### config.mk
export PLATFORM = sky130hd
export DESIGN_NAME = cpu_ula_seq
export DESIGN_NICKNAME = d
export VERILOG_FILES = /design/src/rtl/cpu_ula_pkg.sv /design/src/rtl/cpu_ula_mul_iter.sv /design/src/rtl/cpu_ula_seq.sv
export SDC_FILE = /design/constraint.sdc
export NUM_CORES = 1
export LEC_CHECK = 0
export ABC_AREA = 1
export CORE_UTILIZATION = 60
export DETAILED_ROUTE_END_ITERATION = 10
export GPL_TIMING_DRIVEN = 0
export PLACE_DENSITY = 0.8
export SKIP_LAST_GASP = 1
export SLEW_MARGIN = 20
export SYNTH_ARGS = -nofsm -noshare
export SYNTH_HDL_FRONTEND = slang
export SYNTH_SLANG_ARGS = --single-unit
### constraint.sdc
create_clock -name clk -period 9.9 [get_ports clk]
set_input_delay 1.485 -clock clk [delete_from_list [all_inputs] [get_ports clk]]
set_output_delay 1.485 -clock clk [all_outputs]
set_load 0.01 [all_outputs]
### src/rtl/cpu_ula_pkg.sv
// Shared opcode and FSM state definitions for the sequential ALU and its multiplier.
package cpu_ula_pkg;

    localparam logic [2:0] OP_ADD  = 3'b001;
    localparam logic [2:0] OP_ADDI = 3'b010;
    localparam logic [2:0] OP_SUB  = 3'b011;
    localparam logic [2:0] OP_SUBI = 3'b100;
    localparam logic [2:0] OP_MUL  = 3'b101;

    typedef enum logic [1:0] {
        S_IDLE   = 2'd0,
        S_CALC   = 2'd1,
        S_MUL    = 2'd2,
        S_FINISH = 2'd3
    } state_t;

    function automatic logic is_legal_op(input logic [2:0] op);
        return (op == OP_ADD) || (op == OP_ADDI) || (op == OP_SUB) ||
               (op == OP_SUBI) || (op == OP_MUL);
    endfunction

endpackage

### src/rtl/cpu_ula_mul_iter.sv
// Iterative shift-add multiplier, one multiplier bit per clock, WIDTH iterations after load.
module cpu_ula_mul_iter #(
    parameter int WIDTH = 16
) (
    input  logic                 clk,
    input  logic                 rst,
    input  logic                 i_start,
    input  logic [WIDTH-1:0]     i_a,
    input  logic [WIDTH-1:0]     i_b,
    output logic                 o_done,
    output logic [2*WIDTH-1:0]   o_product
);

    localparam int CW = $clog2(WIDTH);

    logic                 r_run;
    logic [CW-1:0]        r_cnt;
    logic [2*WIDTH-1:0]   r_acc;
    logic [2*WIDTH-1:0]   r_mcand;
    logic [WIDTH-1:0]     r_mplier;

    logic [2*WIDTH-1:0]   w_acc_nxt;
    logic                 w_last;

    assign w_acc_nxt = r_mplier[0] ? (r_acc + r_mcand) : r_acc;
    assign w_last    = r_run && (r_cnt == CW'(WIDTH - 1));

    // o_done marks the edge that performs the final iteration, so the
    // product presented alongside it already includes that last step.
    assign o_done    = w_last;
    assign o_product = w_acc_nxt;

    always_ff @(posedge clk or posedge rst) begin
        if (rst) begin
            r_run    <= 1'b0;
            r_cnt    <= '0;
            r_acc    <= '0;
            r_mcand  <= '0;
            r_mplier <= '0;
        end else if (i_start) begin
            r_run    <= 1'b1;
            r_cnt    <= '0;
            r_acc    <= '0;
            r_mcand  <= {{WIDTH{1'b0}}, i_a};
            r_mplier <= i_b;
        end else if (r_run) begin
            r_acc    <= w_acc_nxt;
            r_mcand  <= r_mcand << 1;
            r_mplier <= r_mplier >> 1;
            r_cnt    <= r_cnt + CW'(1);
            if (w_last) r_run <= 1'b0;
        end
    end

endmodule

### src/rtl/cpu_ula_seq.sv
// Handshaked ALU: single-cycle add/sub family plus iterative MUL, registered result and flags.
module cpu_ula_seq
    import cpu_ula_pkg::*;
#(
    parameter int WIDTH     = 16,
    parameter int IMM_WIDTH = 7
) (
    input  logic              clk,
    input  logic              rst,
    input  logic              start,
    input  logic [2:0]        op_code,
    input  logic [WIDTH-1:0]  src1,
    input  logic [WIDTH-1:0]  src2,
    output logic              busy,
    output logic              done,
    output logic              illegal_op,
    output logic [WIDTH-1:0]  op_result,
    output logic              zero,
    output logic              carry,
    output logic              overflow
);

    state_t r_state, w_next;

    logic [WIDTH-1:0] r_a, r_b;
    logic [2:0]       r_op;
    logic [WIDTH-1:0] r_res;
    logic             r_zero, r_carry, r_ovf, r_illegal;

    logic             w_accept, w_legal, w_mul_start, w_mul_done;
    logic [2*WIDTH-1:0] w_mul_prod;
    logic [WIDTH-1:0] w_imm, w_opb, w_as_res;
    logic [WIDTH:0]   w_sum;
    logic             w_sign, w_is_imm, w_is_sub, w_as_carry, w_as_ovf;

    assign w_accept    = start && (r_state == S_IDLE || r_state == S_FINISH);
    assign w_legal     = is_legal_op(op_code);
    assign w_mul_start = w_accept && w_legal && (op_code == OP_MUL);

    cpu_ula_mul_iter #(.WIDTH(WIDTH)) u_mul (
        .clk       (clk),
        .rst       (rst),
        .i_start   (w_mul_start),
        .i_a       (src1),
        .i_b       (src2),
        .o_done    (w_mul_done),
        .o_product (w_mul_prod)
    );

    // Sign-magnitude immediate: the sign flips the direction of ADDI/SUBI.
    assign w_imm    = {{(WIDTH-IMM_WIDTH+1){1'b0}}, r_b[IMM_WIDTH-2:0]};
    assign w_sign   = r_b[IMM_WIDTH-1];
    assign w_is_imm = (r_op == OP_ADDI) || (r_op == OP_SUBI);
    assign w_is_sub = (r_op == OP_SUB) || (r_op == OP_ADDI && w_sign) ||
                      (r_op == OP_SUBI && !w_sign);
    assign w_opb    = w_is_imm ? w_imm : r_b;
    assign w_sum    = w_is_sub ? ({1'b0, r_a} - {1'b0, w_opb})
                               : ({1'b0, r_a} + {1'b0, w_opb});
    assign w_as_res   = w_sum[WIDTH-1:0];
    assign w_as_carry = w_sum[WIDTH];
    assign w_as_ovf   = w_is_sub
        ? ((r_a[WIDTH-1] != w_opb[WIDTH-1]) && (w_as_res[WIDTH-1] != r_a[WIDTH-1]))
        : ((r_a[WIDTH-1] == w_opb[WIDTH-1]) && (w_as_res[WIDTH-1] != r_a[WIDTH-1]));

    always_ff @(posedge clk or posedge rst) begin
        if (rst) r_state <= S_IDLE;
        else     r_state <= w_next;
    end

    always_comb begin
        w_next = r_state;
        case (r_state)
            S_IDLE, S_FINISH: begin
                if (start)
                    w_next = !w_legal ? S_IDLE : ((op_code == OP_MUL) ? S_MUL : S_CALC);
                else
                    w_next = S_IDLE;
            end
            S_CALC:  w_next = S_FINISH;
            S_MUL:   if (w_mul_done) w_next = S_FINISH;
            default: w_next = S_IDLE;
        endcase
    end

    always_comb begin
        busy = (r_state == S_CALC) || (r_state == S_MUL);
        done = (r_state == S_FINISH);
    end

    always_ff @(posedge clk or posedge rst) begin
        if (rst) begin
            r_a       <= '0;
            r_b       <= '0;
            r_op      <= '0;
            r_res     <= '0;
            r_zero    <= 1'b0;
            r_carry   <= 1'b0;
            r_ovf     <= 1'b0;
            r_illegal <= 1'b0;
        end else begin
            r_illegal <= w_accept && !w_legal;
            if (w_accept && w_legal) begin
                r_a  <= src1;
                r_b  <= src2;
                r_op <= op_code;
            end
            if (r_state == S_CALC) begin
                r_res   <= w_as_res;
                r_zero  <= (w_as_res == '0);
                r_carry <= w_as_carry;
                r_ovf   <= w_as_ovf;
            end else if (r_state == S_MUL && w_mul_done) begin
                r_res   <= w_mul_prod[WIDTH-1:0];
                r_zero  <= (w_mul_prod[WIDTH-1:0] == '0);
                r_carry <= |w_mul_prod[2*WIDTH-1:WIDTH];
                r_ovf   <= 1'b0;
            end
        end
    end

    assign op_result  = r_res;
    assign zero       = r_zero;
    assign carry      = r_carry;
    assign overflow   = r_ovf;
    assign illegal_op = r_illegal;

endmodule

* Word level (Yosys, flattened, before mapping)
Cells that the tools add are included.
** Word-level totals
- Flip-flop bits (word level) :: 142
- Bits of input ports :: 38
- Logic and storage cells :: 90
** Operators by class
- $add $sub $neg :: 4
- Equality and inequality tests :: 16
- Mux-type cells :: 28
- Reductions and logical operators :: 28
** Operators by type and width (number)
- two-way mux 32 bit :: 5
- two-way mux 16 bit :: 5
- adder 32 bit :: 1
- logical NOT 16 bit :: 2
- adder 16 x 16 -> 17 bit :: 1
- two-way mux 17 bit :: 1
- subtractor 16 x 16 -> 17 bit :: 1
- OR reduction 16 bit :: 1
- equality test 3 x 2 -> 1 bit (second input constant) :: 4
- logical AND 1 bit :: 10
- two-way mux 1 bit :: 10
- equality test 3 bit (second input constant) :: 3
- logical OR 1 bit :: 9
- two-way mux 2 bit :: 4
- two-way mux 4 bit :: 2
- case mux 2 bit (3 select lines) :: 1
- adder 4 x 1 -> 4 bit (second input constant) :: 1
- equality test 2 bit (second input constant) :: 2
- equality test 4 bit (second input constant) :: 1
- nonzero test 2 bit :: 2
- equality test 3 x 1 -> 1 bit (second input constant) :: 1
- equality test 2 x 1 -> 1 bit (second input constant) :: 1
- logical NOT 1 bit :: 2
- logical NOT 2 bit :: 1
- 4 further kinds :: 5

* Logic depth before layout (Yosys ltp)
- Depth after elaboration :: 9
- Mapped depth :: 26
- Depth with buffers taken out :: 26

* By module
A second synthesis with hierarchy kept.
** Second synthesis, totals
- Cells, all modules :: 1490
- Area total of the unflattened synthesis :: 10253.6 µm²
** Modules (own cells, without submodules)
- cpu_ula_mul_iter :: times used 1, cells an instance 948, area an instance 6264.8 µm²
- cpu_ula_seq :: times used 1, cells an instance 542, area an instance 3988.8 µm²

* Worst setup path before layout
OpenSTA, ideal clock, no wires.
- Kind :: register to register
- From :: register r_op[2]
- To :: register r_zero (netlist: zero)
- Setup time :: 66 ps
- Arrival time :: 2818 ps
- Data required time :: 9834 ps
- Path slack :: 7016 ps
- Stages on the path, launching flop included :: 22
- Buffers on the path :: 0
- Period minus slack after synthesis :: 2884 ps
- Path through :: dfrtp_1 a211o_1 nand2_1 inv_1 or2_2 xor2_1 inv_1 ha_1 nand2_1 o21ai_1 inv_1 nand2_1 nand3_1 nand2_1 nand2_1 nand2_1 nand2_1 nor2_1 nand4_1 nand2_1 nand2_1 nand2_1
** Between the ends
- Longest elaborated chain between the ends :: 7
** RTL lines
- start, declared :: line cpu_ula_seq.sv:26 : logic [2:0] r_op;
- start signal, assigned :: line cpu_ula_seq.sv:105 : r_op <= op_code;
- equality test 3 x 2 -> 1 bit or equality test 3 bit (tied branches) :: line cpu_ula_seq.sv:53, cpu_ula_seq.sv:54, cpu_ula_seq.sv:55
- logical OR 1 bit or logical AND 1 bit (tied branches) :: line cpu_ula_seq.sv:53, cpu_ula_seq.sv:54
- two-way mux 16 bit or logical OR 1 bit (tied branches) :: line cpu_ula_seq.sv:56, cpu_ula_seq.sv:54
- adder 16 x 16 -> 17 bit, or another cell as far along :: line cpu_ula_seq.sv:58 : : ({1'b0, r_a} + {1'b0, w_opb});
- two-way mux 17 bit * :: line cpu_ula_seq.sv:57 : assign w_sum = w_is_sub ? ({1'b0, r_a} - {1'b0, w_opb})
- logical NOT 16 bit * :: line cpu_ula_seq.sv:109 : r_zero <= (w_as_res == '0);
- two-way mux 1 bit * :: line cpu_ula_seq.sv:107 : if (r_state == S_CALC) begin
- end signal, assigned :: line cpu_ula_seq.sv:109
- end signal, assigned :: line cpu_ula_seq.sv:114 : r_zero <= (w_mul_prod[WIDTH-1:0] == '0);
- end, declared :: line cpu_ula_seq.sv:28 : logic r_zero, r_carry, r_ovf, r_illegal;
Mark *: on every way between the ends. The rest lies on a longest branch, timed or not.
A chain may end at the register's enable or synchronous reset.

* Worst setup path in the final report
Ends and elaborated chain as after synthesis.

==> flow_metrics.tcl <==
set metrics [dict create \
    dp_cells 1659 \
    first_iter_violations 855 \
    ant_nets 0 \
    syn-cell-area_um2 9730 \
    layout-drive-gt1-share_pct 5.56 \
    clock_sinks 142 \
    fp-row-count 46 \
    dieArea_um2 16700 \
    period_minus_slack_ns 3.75 \
    top_usage_layer "met2" \
    final_cells 1691 \
    wl_per_cell_um 17.3 \
    maxCapViolations 0 \
    start_kind "flop" \
    coreArea_um2 15900 \
    grt_pass1_vias 8993 \
    use_met1_pct 48.0 \
    hold_path.class "reg2reg" \
    initial_utilization_pct 61.3 \
    cp_max_fo 10 \
    yosys_warnings 0 \
    crit_type "reg2reg" \
    io-pin-count 60 \
    viasPerCell 5.65 \
    worst_pin_slew_ns 0.875 \
    dpl.hpwl_um 22500 \
    synth_mux_area_share_pct 0.116 \
    setup_tns_ns 0 \
    cts_max_path_buffers 2 \
    synth_top_area_share_pct 36.5 \
    synth-simple-area-share_pct 26.7 \
    gp_congestion 1.01 \
    skew_ns 0.0143 \
    cts_resized 0 \
    wl_um 29300 \
    cts_hold_buffers 0 \
    grt_pass1_wl_um 46000 \
    layout_worst_path_cycle_share_pct 37.9 \
    cts_buffers 17 \
    die_x_um 129 \
    area_growth_pct 15.3 \
    syn_inst 1383 \
    synth_nets 1475 \
    vias 9558 \
    setup_viol 0 \
    required_ns 10.27 \
    root_buffer "clkbuf_16" \
    fill_cells 1384 \
    layout.nets 1554 \
    synth-compound-area-share_pct 14.8 \
    worstPathArrival_ns 4.12 \
    die_y_um 129 \
    outcome "complete, no violations" \
    end_kind "flop" \
    synth_common_cells "nand2_1, inv_1, dfrtp_1, nor2_1, o21ai_0" \
    synth_area_leaders "dfrtp_1, nand2_1, inv_1" \
    synth_top_family_by_area "simple AND/OR/NAND/NOR gates" \
    gr-usage-all-layers_pct 36.6 \
    cts_tree "built" \
    synth-seq-area-share_pct 36.5 \
    grt_max_degree 106 \
    io_buffers 59 \
    yosys.cell_count.top_type "nand2_1" \
    drc 0 \
    cts_setup_buffers 0 \
    ys.flop_type "dfrtp_1" \
    cts.clk_slew.worst_paths_ns 0.07 \
    grt_util_met3_pct 6.94 \
    synth_area_leader_cell "dfrtp_1" \
    synth-adder-area-share_pct 7.10 \
    worstSkewPairLatency_ns 0.44 \
    synth_xor_area_share_pct 3.33 \
    synthArstFlopShare_pct 100 \
    diodes 0 \
    slew_violations 0 \
    fmax_mhz 267 \
    firstDrtPassIters 7 \
    globalRouteMet2Util_pct 57.9 \
    syn_area_per_cell_um2 7.04 \
    final_hold_viol_count 0 \
    synth_edf_count 0 \
    htreeDepth 4 \
    grt_antenna_before_repair 0 \
    synth.distinct_cells 45 \
    rsz0062_at_grt "no" \
    ys_ff_latch 142 \
    slew_headroom_pct 41.2 \
    overflow 0 \
]
-- cells in the final DEF, fill, tap and decap left out, types with 8 or more instances in the layout --
cell type        instances
nand3_1                 68
ha_1                    52
buf_2                    9
nand2_1                411
clkbuf_1                24
nor2_1                  90
o21ai_0                 74
xor2_1                  24
nand2_2                 11
dfrtp_1                142
nand4_1                 15
a21oi_1                 49
o22ai_1                 38
clkbuf_16               17
nor3_1                  13
inv_1                  246
clkdlybuf4s50_1         59
xnor2_1                 13
o211ai_1                 8
o221ai_1                33
-- per-layer routing --
layer / up-vias / wire, µm
met5: - / 0
met4: 0 / 1220
met3: 81 / 2170
met2: 404 / 13300
met1: 4454 / 12600
li1: 4619 / -
-- final timing paths --
path / start / to / slack (ns) / cells after the start
setup / recovery: r_op[2] / zero / 6.15 / 20
hold / removal: op_result[2] / op_result[2] / 0.49 / 2
setup reg to reg: r_op[2] / zero / 6.15 / 20
hold reg to reg: op_result[2] / op_result[2] / 0.49 / 2
max in group asynchronous: rst / op_result[4] / 7.68 / 3
min in group asynchronous: rst / u_mul.r_acc[23] / 1.42 / 2
-- through the flow --
stage	area [µm²]	hold slack, ns	util (%)	setup WS, ns
6_report	11200	0.490	70.7	6.15
5_1_grt	11200	0.510	70.7	5.92
4_1_cts	11200	0.487	70.7	6.23
3_5_place_dp	10600	0.471	66.9	6.17
3_3_place_gp	10600	0.465	66.7	2.58
2_1_floorplan	9730	0.453	-	4.61
-- registers in the layout, indices dropped and copies added, names as in the netlist --
signal and count:
r_b 16, u_mul.r_run 1, u_mul.r_mcand 32, overflow 1
carry 1, r_state 2, r_a 16, u_mul.r_mplier 16
u_mul.r_cnt 4, op_result 16, u_mul.r_acc 32, r_op 3
illegal_op 1, zero 1
-- layout make-up --
| type | instances | area [µm²] | area share (%) |
|---|---|---|---|
| clock inverters | 15 | 171 | 1.53 |
| flip-flops and latches | 142 | 3550 | 31.7 |
| repair buffers | 60 | 618 | 5.51 |
| clock buffers | 17 | 425 | 3.79 |
| inverters | 255 | 965 | 8.60 |
| well taps | 216 | 270 | 2.41 |
| plain buffers | 36 | 158 | 1.40 |
| multi-input cells | 950 | 5060 | 45.1 |
-- cells by family after synthesis --
logic type | after synthesis
AND/OR/NAND/NOR | 624
buffers and inverters | 291
AO/OA/AOI/OAI | 234
flip-flops | 142
adder cells (fa/ha/maj) | 54
XOR/XNOR | 37
multiplexers | 1
-- worst max-delay path: stages, from the launching register on --
cell and delay (ns):
dfrtp_1 0.41, a211o_1 0.30, nand2_1 0.31, inv_1 0.23, or2_2 0.33, xor2_1 0.13
inv_1 0.11, ha_1 0.34, a21oi_1 0.23, o21ai_1 0.12, inv_1 0.07, nand2_1 0.10
nand2_1 0.08, nand2_1 0.06, xnor2_1 0.36, nand2_1 0.10, nor2_1 0.11, nand4_1 0.09
nand2_1 0.08, nand2_1 0.05, nand2_1 0.05
Power is left out: the tool's default activity adds up to more than one toggle a clock period on the data nets, which glitch-free logic cannot reach.
